<file path="src/rtl/uart_tx_arbiter.sv">
// Round-robin, packet-locked arbiter that shares one uart_tx byte port among NUM_REQ requesters.
// The owner keeps the transmitter until it sends a byte marked last, or idles HOLD_MAX cycles.
module uart_tx_arbiter #(
  parameter int NUM_REQ  = 4,
  parameter int HOLD_MAX = 255
) (
  input  logic                   clk,
  input  logic                   reset,
  input  logic [NUM_REQ-1:0]     req_valid,
  input  logic [8*NUM_REQ-1:0]   req_data,
  input  logic [NUM_REQ-1:0]     req_last,
  output logic [NUM_REQ-1:0]     req_ready,
  output logic [NUM_REQ-1:0]     grant,
  output logic [7:0]             tx_data,
  output logic                   tx_wr,
  input  logic                   tx_busy
);

  localparam int PW = (NUM_REQ > 1) ? $clog2(NUM_REQ) : 1;
  localparam int CW = $clog2(HOLD_MAX + 1);
  localparam logic [PW:0]   NR_W     = (PW+1)'(NUM_REQ);
  localparam logic [CW-1:0] HOLD_END = CW'(HOLD_MAX - 1);

  typedef enum logic [2:0] {ARB, ISSUE, WAIT_BUSY, WAIT_DONE, HOLD} state_t;

  state_t                     state_q;
  logic [NUM_REQ-1:0]         grant_q, req_ready_q;
  logic [7:0]                 tx_data_q;
  logic                       tx_wr_q, last_q;
  logic [CW-1:0]              hold_cnt_q;
  logic [PW-1:0]              rr_ptr_q, owner_q;

  logic [NUM_REQ-1:0][7:0]    data_v;
  logic                       win_found;
  logic [PW-1:0]              win_idx;
  logic [PW:0]                cand;
  logic [NUM_REQ-1:0]         win_oh, own_oh;

  assign data_v = req_data;
  assign win_oh = NUM_REQ'(1) << win_idx;
  assign own_oh = NUM_REQ'(1) << owner_q;

  // Scan from rr_ptr+1 upward with wrap; descending loop so the nearest valid wins.
  always_comb begin
    win_found = 1'b0;
    win_idx   = '0;
    cand      = '0;
    for (int k = NUM_REQ; k >= 1; k--) begin
      cand = {1'b0, rr_ptr_q} + (PW+1)'(k);
      if (cand >= NR_W) cand = cand - NR_W;
      if (req_valid[cand[PW-1:0]]) begin
        win_found = 1'b1;
        win_idx   = cand[PW-1:0];
      end
    end
  end

  always_ff @(posedge clk or posedge reset) begin
    if (reset) begin
      state_q     <= ARB;
      grant_q     <= '0;
      req_ready_q <= '0;
      tx_data_q   <= '0;
      tx_wr_q     <= 1'b0;
      last_q      <= 1'b0;
      hold_cnt_q  <= '0;
      rr_ptr_q    <= PW'(NUM_REQ - 1);
      owner_q     <= '0;
    end else begin
      tx_wr_q     <= 1'b0;
      req_ready_q <= '0;
      unique case (state_q)
        ARB: begin
          if (win_found) begin
            owner_q     <= win_idx;
            grant_q     <= win_oh;
            tx_data_q   <= data_v[win_idx];
            last_q      <= req_last[win_idx];
            tx_wr_q     <= 1'b1;
            req_ready_q <= win_oh;
            state_q     <= ISSUE;
          end else begin
            grant_q <= '0;
          end
        end
        ISSUE:     state_q <= WAIT_BUSY;
        WAIT_BUSY: if (tx_busy) state_q <= WAIT_DONE;
        WAIT_DONE: begin
          if (!tx_busy) begin
            if (last_q) begin
              rr_ptr_q <= owner_q;
              grant_q  <= '0;
              state_q  <= ARB;
            end else begin
              hold_cnt_q <= '0;
              state_q    <= HOLD;
            end
          end
        end
        HOLD: begin
          // Only the locked owner is looked at here; everyone else waits for ARB.
          if (req_valid[owner_q]) begin
            tx_data_q   <= data_v[owner_q];
            last_q      <= req_last[owner_q];
            tx_wr_q     <= 1'b1;
            req_ready_q <= own_oh;
            state_q     <= ISSUE;
          end else if (hold_cnt_q == HOLD_END) begin
            rr_ptr_q <= owner_q;
            grant_q  <= '0;
            state_q  <= ARB;
          end else begin
            hold_cnt_q <= hold_cnt_q + 1'b1;
          end
        end
        default: state_q <= ARB;
      endcase
    end
  end

  assign req_ready = req_ready_q;
  assign grant     = grant_q;
  assign tx_data   = tx_data_q;
  assign tx_wr     = tx_wr_q;

endmodule
</file>
<file path="config.mk">
export PLATFORM = sky130hd
export DESIGN_NAME = uart_tx_arbiter
export DESIGN_NICKNAME = d
export VERILOG_FILES = /design/src/rtl/uart_tx_arbiter.sv
export SDC_FILE = /design/constraint.sdc
export NUM_CORES = 1
export LEC_CHECK = 0
export CAP_MARGIN = 20
export CORE_MARGIN = 3
export CORE_UTILIZATION = 52
export DETAILED_ROUTE_END_ITERATION = 10
export PLACE_DENSITY = 0.92
export SYNTH_ARGS = -nofsm -noshare
export SYNTH_HDL_FRONTEND = slang
export SYNTH_SLANG_ARGS = --single-unit
</file>
<file path="constraint.sdc">
create_clock -name clk -period 4.2 [get_ports clk]
set_input_delay 0.42 -clock clk [delete_from_list [all_inputs] [get_ports clk]]
set_output_delay 0.42 -clock clk [all_outputs]
set_load 0.1 [all_outputs]
</file>
# Word-level counts from Yosys, hierarchy flattened
# Index checks and enable logic that the tools add are counted.
dict set report totals {
  reg_bits 33
  in_bits 43
  output_inout_bits 17
}
dict set report classes {
  add_sub_neg 9
  order_cmp 10
  eq_ne 15
  shifts 2
  mux 64
  reduce_logical 10
}
# cell n
set op_table {}
lappend op_table {{$mux 8} 8}
lappend op_table {{$bmux 8 s2} 2}
lappend op_table {{$pmux 8 s2} 2}
lappend op_table {{$mux 2} 12}
lappend op_table {{$mux 4} 6}
lappend op_table {{$lt 2x3->1 const B} 6}
lappend op_table {{$mux 3} 6}
lappend op_table {{$ne 2x2->1 const B} 9}
lappend op_table {{$mux 1} 15}
lappend op_table {{$pmux 3 s5} 1}
lappend op_table {{$reduce_and 5->1} 3}
lappend op_table {{$bmux 1 s2} 7}
lappend op_table {{$ge 3x3->1 const B} 4}
lappend op_table {{$pmux 4 s3} 1}
lappend op_table {{$add 8x1->8 const B} 1}
lappend op_table {{$eq 8x8->1 const B} 1}
lappend op_table {{$pmux 4 s2} 1}
lappend op_table {{$shl 1x2->4 const A} 2}
lappend op_table {{$sub 2x1->2 const B} 4}
lappend op_table {{$add 2x2->3 const B} 2}
lappend op_table {{$eq 3x2->1 const B} 2}
lappend op_table {{$pmux 1 s2} 2}
lappend op_table {{$pmux 2 s2} 1}
lappend op_table {{$reduce_and 4->1} 1}
lappend op_table {{other kinds (10)} 11}

# Longest topological paths before layout
# Gate-level depths: netlist of the first run.
dict set report depth {
  word_depth 13
  mapped_depth 7
}

# Worst setup path before layout of the first run
# OpenSTA, ideal clock, no wires.
dict set report synth_timing {
  kind {input to register}
  from {in req_valid[1]}
  to {reg hold_cnt_q[4]}
  setup_time_ns 0.078
  t_arrival_ns 2.069
  required_ns 4.122
  slack_ns 2.053
  cell_stages 6
  cell_sequence {clkbuf_1 > mux4_2 > a32o_1 > buf_6 > or4_1 > a21oi_1}
}
dict set report synth_between {
  elab_chain_cells 4
}
# element line
set synth_lines {}
lappend synth_lines {{start, declared} 9} ;# input logic [NUM_REQ-1:0] req_valid,
lappend synth_lines {{$bmux 1 s2} 102} ;# if (req_valid[owner_q]) begin
lappend synth_lines {{$mux 1 (implied by the code)} 102}
lappend synth_lines {{$ne 2x2->1 (no source line)} n/a}
lappend synth_lines {{$reduce_and 5->1 (no source line)} n/a}
lappend synth_lines {{end signal, assigned} 113} ;# hold_cnt_q <= hold_cnt_q + 1'b1;
lappend synth_lines {{end, declared} 30} ;# logic [CW-1:0] hold_cnt_q;
# No other way between the ends. The select of a mux whose other input is x is not followed.
# A chain may end at the register's enable or synchronous reset.

# Final worst setup path of the first run
dict set report layout_timing {
  from {in req_valid[3]}
  to {reg hold_cnt_q[4]}
}
# The elaborated chain is that of the path after synthesis.

==> results.sh, run 1 <==
export IMPL_fin_nets=319
export IMPL_max_freq_mhz=397
export IMPL_rows=22
export IMPL_synth_seq_cells=33
export IMPL_numPortBuffers=59
export IMPL_grt_busiest_layer="met2"
export IMPL_p_per_area_mw_per_mm2=821
export IMPL_async_flop_share=1.00
export IMPL_post_place_ws_ns=1.39
export IMPL_grt_util_met1=0.353
export IMPL_cts_tree="built"
export IMPL_start_util=0.567
export IMPL_clkLatencyLatePin_ns=0.29
export IMPL_synth_nets=267
export IMPL_area_growth_pct=30.9
export IMPL_crit_required_ns=4.42
export IMPL_clock_sinks=33
export IMPL_hold_buffers=0
export IMPL_register_area_um2=828
export IMPL_skew_ns=0.00955
export IMPL_grt_ovfl_total=0
export IMPL_netlist_area_mm2=0.00218
export IMPL_drt_pass1_iter_count=6
export IMPL_p_sw_frac=0.538
export IMPL_comb_power_share=0.635
export IMPL_rsz0062_at_grt="false"
export IMPL_core_area_mm2=0.00385
export IMPL_met3_usage=0.0653
export IMPL_worst_slack_ns=1.68
export IMPL_ctsResizeCount=0
export IMPL_grt_max_degree=34
export IMPL_wirelength_mm=6.29
export IMPL_synth_top_flop_cell="dfrtp_1"
export IMPL_cts_buffers=5
export IMPL_synth_cells=222
export IMPL_clk_pin_slew_ns=0.06
export IMPL_seq_power_share=0.266
export IMPL_p_switching_mw=1.26
export IMPL_die_h_um=70.8
export IMPL_cts_root_buf="clkbuf_8"
export IMPL_maxSlewHeadroom=0.261
export IMPL_ys_warn_count=0
export IMPL_intPower_mw=1.08
export IMPL_multiInputGateArea_mm2=0.00124
export IMPL_hpwl_mm=4.45
export IMPL_tightest_slew_ns=1.10
export IMPL_track_usage=0.262
export IMPL_cap_violations=0
export IMPL_p_clk_frac=0.099
export IMPL_rr_worst_depth=4
export IMPL_grt_pass1_vias=2080
export IMPL_drive_gt1_frac=0.116
export IMPL_cts_buffer_depth=2
export IMPL_drv_slew=0
export IMPL_final_common_cell="clkdlybuf4s50_1"
export IMPL_ir_worst_vdd_uv=563
export IMPL_gp_congestion=0.855
export IMPL_drtIter0Drc=320
export IMPL_worstSetupEndpointType="flop"
export IMPL_placed_cells=314
export IMPL_outcome="finished, final reports clean"
export IMPL_grt_use_met2=0.386
export IMPL_start_kind="input pin"
export IMPL_dieArea_mm2=0.00501
export IMPL_p_leak_nw=1.07
export IMPL_finalSetupTns_ns=0
export IMPL_ioPinCount=60
export IMPL_timing_final_crit_period_ns=2.52
export IMPL_yosysSeqAreaShare=0.379
export IMPL_via_per_inst=6.79
export IMPL_finalSetupViolCount=0
export IMPL_stdcell_count=323
export IMPL_drc=0
export IMPL_synth_edf_count=0
export IMPL_hold_class="flop to flop"
export IMPL_finalCritPeriodShare=0.600
export IMPL_vias=2194
export IMPL_crit_type="input pin to flop"
export IMPL_avgSynthCellArea_um2=9.83
export IMPL_grt_pass1_wl_mm=10.3
export IMPL_path_max_fanout=14
export IMPL_cp_arrival_ns=2.74
export IMPL_cts_max_level=2
export IMPL_mostFrequentLayoutCells="59 x clkdlybuf4s50_1, 31 x dfrtp_1, 23 x nand3_1, 15 x nand2_1, 14 x nor2_1"
export IMPL_min_path_cells=1
export IMPL_finalHoldViolCount=0
export IMPL_n_fill_cell=291
export IMPL_die_width_um=70.8
export IMPL_ant_nets=0
export IMPL_ys_types=49
export IMPL_antenna_found_initial=0
export IMPL_n_antenna_cell=0
export IMPL_post_cts_buffers=0
export IMPL_wl_per_cell_um=19.5
-- stage by stage --
| stage | util | area (um2) | hold WS (ns) | total power [mW] |
|---|---|---|---|---|
| 6_report | 0.742 | 2860 | 0.483 | 2.35 |
| 5_1_grt | 0.742 | 2860 | 0.515 | 2.48 |
| 4_1_cts | 0.740 | 2850 | 0.490 | 2.34 |
| 3_5_place_dp | 0.719 | 2770 | 0.469 | 2.10 |
| 3_3_place_gp | 0.719 | 2770 | 0.471 | 2.07 |
| 2_1_floorplan | - | 2180 | 0.506 | 1.77 |
-- layout make-up --
class / count / share of cell area
Clock buffer: 6 / 0.0254
Clock inverter: 2 / 0.00350
Inverter: 7 / 0.00919
Multi-Input combinational cell: 164 / 0.435
Sequential cell: 33 / 0.290
Tap cell: 48 / 0.0210
Timing Repair Buffer: 63 / 0.216
-- final timing paths --
kind                                        start                   endpoint  slack [ns]
min in group asynchronous                   reset     tx_data[3]$_DFFE_PP0P_        0.52
max                                  req_valid[3]  hold_cnt_q[4]$_DFFE_PP0P_        1.68
max reg2reg                owner_q[1]$_DFFE_PP0N_  hold_cnt_q[4]$_DFFE_PP0P_        1.69
min reg2reg                  grant[2]$_DFFE_PP0P_       grant[2]$_DFFE_PP0P_        0.48
max in group asynchronous                   reset    rr_ptr_q[0]$_DFFE_PP1P_        3.35
min                          grant[2]$_DFFE_PP0P_       grant[2]$_DFFE_PP0P_        0.48
-- sequential cells by signal (all words and copies together) (netlist names), 2 cells and up --
| signal | cells |
|---|---|
| state_q | 3 |
| owner_q | 2 |
| req_ready | 4 |
| hold_cnt_q | 8 |
| tx_data | 8 |
| rr_ptr_q | 2 |
| grant | 4 |
-- metal layers --
layer / part of all wire / vias to the layer above
met5: 0 / -
met4: 0.045 / 0
met3: 0.10 / 35
met2: 0.45 / 180
met1: 0.40 / 1004
li1: - / 975
-- cells by family (layout without fill, tap and decap cells) --
group / Yosys count / in the layout / share of synthesized area
compound gates: 76 / 76 / 0.272
simple gates: 69 / 69 / 0.152
flops: 33 / 33 / 0.379
buf+inv: 25 / 78 / 0.0516
mux: 12 / 12 / 0.113
xor+xnor: 5 / 5 / 0.0201
fa+ha+maj: 2 / 2 / 0.0115
-- worst max-delay path: stages --
cell,delay (ns)
clkdlybuf4s50_1,0.52
mux4_2,0.69
a32o_1,0.42
or4_1,0.53
a21oi_1,0.14
-- power groups by stage --
stage               clock (mW)  sequential (mW)  combinational (mW)
CTS                      0.238            0.621                1.48
floorplan                    0             1.05               0.717
global route             0.250            0.650                1.58
detailed placement           0            0.625                1.47
finish                   0.232            0.625                1.49
global placement             0            0.621                1.45
-- cell usage after synthesis, types with 2 or more instances --
cell type / n / share of area
a2111oi_2: 2 / 0.014
a211oi_1: 2 / 0.0069
a21o_1: 3 / 0.010
a21oi_1: 3 / 0.0069
a221oi_1: 9 / 0.036
a22o_1: 2 / 0.0080
a31oi_1: 10 / 0.029
a32o_1: 3 / 0.014
and2_1: 2 / 0.0057
buf_6: 2 / 0.010
clkbuf_1: 14 / 0.024
dfrtp_1: 31 / 0.36
dfstp_2: 2 / 0.024
ha_1: 2 / 0.011
inv_1: 6 / 0.010
mux2_2: 2 / 0.010
mux4_2: 10 / 0.10
nand2_1: 15 / 0.026
nand3_1: 23 / 0.053
nor2_1: 14 / 0.024
nor2b_1: 2 / 0.0057
nor3_1: 3 / 0.0069
o211a_1: 2 / 0.0092
o211ai_1: 2 / 0.0069
o21ai_0: 2 / 0.0046
o21ai_1: 6 / 0.014
o22a_1: 9 / 0.036
o22ai_1: 12 / 0.034
o2bb2ai_1: 2 / 0.0080
or2_2: 2 / 0.0057
xnor2_1: 5 / 0.020
Power figures use the tool's default switching activity.
==> run 2, diff against run 1 <==
CORE_UTILIZATION = 48   (was 52)
PLACE_DENSITY = 0.87   (was 0.92)
clock period = 2.36 ns   (was 4.2 ns; I/O delays follow)
==> run 2 against run 1 <==
  * Wire length decreased by 0.56%
  * Clock skew decreased by 0.00099 ns
  * Via count decreased by 0.87%
  * Total power increased by 78%
  * Flip-flop and latch count unchanged
  * Clock power increased by 74%
  * Critical path depth unchanged
  * Hold slack got worse by 0.13 ns
  * Setup slack got worse by 1.4 ns
  * Critical path type is now flop to flop
==> results.sh, run 2 (synthesis results as in run 1) <==
export IMPL_skew_ns=0.00856
export IMPL_ir_worst_vdd_uv=973
export IMPL_maxSlewHeadroom=0.557
export IMPL_cap_violations=0
export IMPL_stdcell_count=335
export IMPL_cts_root_buf="clkbuf_8"
export IMPL_met3_usage=0.0369
export IMPL_path_max_fanout=10
export IMPL_start_kind="flop"
export IMPL_antenna_found_initial=0
export IMPL_cp_arrival_ns=2.31
export IMPL_drive_gt1_frac=0.200
export IMPL_grt_max_degree=34
export IMPL_cts_max_level=2
export IMPL_drv_slew=0
export IMPL_numPortBuffers=59
export IMPL_rsz0062_at_grt="false"
export IMPL_grt_use_met2=0.356
export IMPL_grt_busiest_layer="met2"
export IMPL_grt_pass1_vias=2056
export IMPL_via_per_inst=6.49
export IMPL_ant_nets=0
export IMPL_clkLatencyLatePin_ns=0.29
export IMPL_n_antenna_cell=0
export IMPL_r2r_start="state_q[2]$_DFFE_PP0P_"
export IMPL_finalCritPeriodShare=0.887
export IMPL_hpwl_mm=4.45
export IMPL_rr_worst_depth=5
export IMPL_mostFrequentLayoutCells="42 x clkdlybuf4s50_1, 31 x dfrtp_1, 31 x buf_4, 23 x nand3_1, 15 x nand2_1"
export IMPL_grt_ovfl_total=0
export IMPL_placed_cells=327
export IMPL_wirelength_mm=6.25
export IMPL_max_freq_mhz=478
export IMPL_ctsResizeCount=0
export IMPL_gp_congestion=0.860
export IMPL_r2r_slack_ns=0.27
export IMPL_crit_start="state_q[2]$_DFFE_PP0P_"
export IMPL_drt_pass1_iter_count=5
export IMPL_finalSetupTns_ns=0
export IMPL_finalHoldViolCount=0
export IMPL_timing_final_crit_period_ns=2.09
export IMPL_crit_required_ns=2.57
export IMPL_final_common_cell="clkdlybuf4s50_1"
export IMPL_n_fill_cell=323
export IMPL_post_cts_buffers=0
export IMPL_grt_util_met1=0.327
export IMPL_rows=23
export IMPL_clk_pin_slew_ns=0.06
export IMPL_core_area_mm2=0.00420
export IMPL_outcome="finished, final reports clean"
export IMPL_start_util=0.520
export IMPL_clock_sinks=33
export IMPL_cts_buffer_depth=2
export IMPL_tightest_slew_ns=0.662
export IMPL_p_leak_nw=1.13
export IMPL_fin_nets=329
export IMPL_track_usage=0.235
export IMPL_finalSetupViolCount=0
export IMPL_crit_type="flop to flop"
export IMPL_cts_buffers=5
export IMPL_hold_class="input pin to async pin"
export IMPL_drtIter0Drc=165
export IMPL_die_h_um=73.4
export IMPL_total_power_mw=4.19
export IMPL_dieArea_mm2=0.00539
export IMPL_cts_tree="built"
export IMPL_endpoint="hold_cnt_q[4]$_DFFE_PP0P_"
export IMPL_area_growth_pct=32.5
export IMPL_drc=0
export IMPL_wl_per_cell_um=18.7
export IMPL_worstSetupEndpointType="flop"
export IMPL_vias=2175
export IMPL_die_width_um=73.4
export IMPL_ioPinCount=60
export IMPL_p_per_area_mw_per_mm2=1450
export IMPL_grt_pass1_wl_mm=9.81
export IMPL_hold_buffers=0
export IMPL_r2r_end="hold_cnt_q[4]$_DFFE_PP0P_"
## run 2: cell types whose count changed in the layout (fill, tap and decap cells not counted), sizes merged
| cell | previous run | this run |
|---|---|---|
| clkinv | 2 | 0 |
| buf | 4 | 31 |
| clkdlybuf4s50 | 59 | 42 |
| clkbuf | 6 | 8 |
## run 2: routing by layer
| layer | wire length [um] | share of wire | vias to the layer above |
|---|---|---|---|
| li1 | - | - | 1000 |
| met5 | 0 | 0 | - |
| met4 | 167 | 0.027 | 0 |
| met1 | 2790 | 0.45 | 1041 |
| met3 | 455 | 0.073 | 15 |
| met2 | 2840 | 0.45 | 119 |
## run 2: worst min path at each step
stage	to	slack [ns]	cells past startpoint
6_report	hold_cnt_q[3]$_DFFE_PP0P_	0.35	3
5_1_grt	hold_cnt_q[3]$_DFFE_PP0P_	0.39	3
4_1_cts	tx_data[7]$_DFFE_PP0P_	0.36	3
3_5_place_dp	grant[0]$_DFFE_PP0P_	0.48	1
3_3_place_gp	grant[2]$_DFFE_PP0P_	0.47	1
2_1_floorplan	grant[0]$_DFFE_PP0P_	0.36	1
## run 2: critical path, cell delays in order, from the launching register on
cell and delay [ns]:
dfrtp_1 0.51, nor3b_1 0.30, o21ai_1 0.29, and2_1 0.31
or4_1 0.48, a21oi_1 0.15
## run 2: through the flow
step / instance area (um2) / hold WS (ns) / setup WS [ns] / utilization
final: 2890 / 0.350 / 0.267 / 0.689
after global placement: 2810 / 0.474 / 0.0648 / 0.669
after floorplan: 2180 / 0.363 / 0.293 / -
after detailed placement: 2810 / 0.482 / 0.0409 / 0.669
after global routing: 2890 / 0.390 / 0.137 / 0.689
after CTS: 2890 / 0.356 / 0.281 / 0.689
## run 2: layout make-up
| type | count | area (um2) | share of cell area |
|---|---|---|---|
| repair buffers | 73 | 653 | 0.226 |
| flip-flops and latches | 33 | 828 | 0.286 |
| multi-input cells | 164 | 1240 | 0.429 |
| inverters | 7 | 26.3 | 0.00908 |
| well taps | 50 | 62.6 | 0.0216 |
| clock buffers | 8 | 80.1 | 0.0277 |
## run 2: report_power, final
part	total, mW	switching, mW	leakage (nW)	internal [mW]
Sequential	1.07	0.237	0.413	0.832
Clock	0.404	0.195	0.0395	0.209
Combinational	2.72	1.81	0.681	0.904
==> run 3, diff against run 2 <==
CORE_UTILIZATION = 52   (was 48)
PLACE_DENSITY = 0.92   (was 0.87)
clock period = 2.6 ns   (was 2.36 ns; I/O delays follow)
==> run 3 against run 2 <==
  * Hold slack better by 0.026 ns
  * Critical path depth is the same
  * Clock skew is 0.00088 ns lower
  * Highest routed layer unchanged
  * Final area grew 0.26%
  * Core utilization rose by 6.4 points
  * Sequential share of layout area fell by 0.074 points
  * Combinational power down 9.2%
  * Clock power is 2% lower
  * Flip-flop and latch count stayed put
==> results.sh, run 3 (synthesis results as in run 1) <==
export IMPL_numPortBuffers=59
export IMPL_maxSlewHeadroom=0.594
export IMPL_wl_per_cell_um=19.2
export IMPL_finalHoldViolCount=0
export IMPL_gp_congestion=0.888
export IMPL_drive_gt1_frac=0.204
export IMPL_die_width_um=70.8
export IMPL_clkLatencyLatePin_ns=0.28
export IMPL_wirelength_mm=6.40
export IMPL_r2r_end="hold_cnt_q[4]$_DFFE_PP0P_"
export IMPL_track_usage=0.251
export IMPL_post_cts_buffers=0
export IMPL_cts_buffer_depth=2
export IMPL_placed_cells=325
export IMPL_start_kind="input pin"
export IMPL_clk_pin_slew_ns=0.07
export IMPL_finalCritPeriodShare=0.799
export IMPL_ant_nets=0
export IMPL_outcome="finished, final reports clean"
export IMPL_hpwl_mm=4.62
export IMPL_hold_buffers=0
export IMPL_cts_max_level=2
export IMPL_core_area_mm2=0.00385
export IMPL_cts_tree="built"
export IMPL_ctsResizeCount=0
export IMPL_timing_final_crit_period_ns=2.08
export IMPL_total_power_mw=3.84
export IMPL_worstSetupEndpointType="flop"
export IMPL_stdcell_count=333
export IMPL_crit_required_ns=2.81
export IMPL_drv_slew=0
export IMPL_cts_buffers=5
export IMPL_start_util=0.567
export IMPL_ioPinCount=60
export IMPL_endpoint="hold_cnt_q[4]$_DFFE_PP0P_"
export IMPL_crit_type="input pin to flop"
export IMPL_die_h_um=70.8
export IMPL_post_place_ws_ns=0.258
export IMPL_crit_start="req_valid[3]"
export IMPL_grt_pass1_wl_mm=10.1
export IMPL_grt_max_degree=34
export IMPL_fin_nets=329
export IMPL_tightest_slew_ns=0.608
export IMPL_cap_violations=0
export IMPL_rr_worst_depth=4
export IMPL_r2r_start="owner_q[0]$_DFFE_PP0N_"
export IMPL_rows=22
export IMPL_path_max_fanout=10
export IMPL_mostFrequentLayoutCells="42 x clkdlybuf4s50_1, 31 x dfrtp_1, 31 x buf_4, 23 x nand3_1, 15 x nand2_1"
export IMPL_via_per_inst=6.69
export IMPL_drtIter0Drc=422
export IMPL_area_growth_pct=32.8
export IMPL_rsz0062_at_grt="false"
export IMPL_finalSetupViolCount=0
export IMPL_worst_slack_ns=0.523
export IMPL_p_per_area_mw_per_mm2=1320
export IMPL_grt_pass1_vias=2069
export IMPL_drc=0
export IMPL_cp_arrival_ns=2.29
export IMPL_dieArea_mm2=0.00501
export IMPL_skew_ns=0.00768
export IMPL_r2r_slack_ns=0.53
export IMPL_drt_pass1_iter_count=5
export IMPL_max_freq_mhz=481
export IMPL_final_common_cell="clkdlybuf4s50_1"
export IMPL_ir_worst_vdd_uv=844
export IMPL_n_antenna_cell=0
export IMPL_cts_root_buf="clkbuf_8"
export IMPL_hold_class="input pin to async pin"
export IMPL_vias=2229
export IMPL_clock_sinks=33
export IMPL_antenna_found_initial=0
export IMPL_p_leak_nw=1.14
export IMPL_finalSetupTns_ns=0
export IMPL_grt_ovfl_total=0
run 3: worst min path at each step:
stage	startpoint	endpoint	slack [ns]	cells after the start
final	reset	tx_data[3]$_DFFE_PP0P_	0.38	3
after global routing	reset	tx_data[2]$_DFFE_PP0P_	0.42	3
after CTS	reset	tx_data[5]$_DFFE_PP0P_	0.39	3
after detailed placement	grant[2]$_DFFE_PP0P_	grant[2]$_DFFE_PP0P_	0.47	1
after global placement	grant[2]$_DFFE_PP0P_	grant[2]$_DFFE_PP0P_	0.47	1
after floorplan	reset	grant[0]$_DFFE_PP0P_	0.39	1
run 3: metal layers:
metal  wire length [um]  vias up  GRT usage  share of wire
met3                648       22     0.0611           0.10
met5                  0        -          0              0
li1                   -      997          -              -
met2               2930      153      0.370           0.46
met1               2610     1057      0.357           0.41
met4                216        0     0.0981          0.034
run 3: area by class of cell:
type,instances,area (um2)
Multi-Input combinational cell,164,1240
Tap cell,48,60.1
Clock buffer,8,90.1
Timing Repair Buffer,73,653
Fill cell,268,953
Sequential cell,33,828
Inverter,7,26.3
run 3: through the flow:
step	hold WS [ns]	instance area (um2)	utilization
after floorplan	0.387	2180	-
after global placement	0.471	2810	0.729
after detailed placement	0.469	2810	0.729
after CTS	0.389	2900	0.753
after global routing	0.424	2900	0.753
final	0.376	2900	0.753
run 3: critical path, stage by stage:
cell and delay [ns]:
clkdlybuf4s50_1 0.43, mux4_2 0.51, a32o_1 0.38, or4_1 0.56, a21oi_1 0.15
run 3: power by group:
part           switching, mW  leakage (nW)  internal (mW)
Sequential             0.225         0.413          0.755
Combinational           1.65         0.680          0.814
Clock                  0.178        0.0455          0.216
Total                   2.06          1.14           1.78
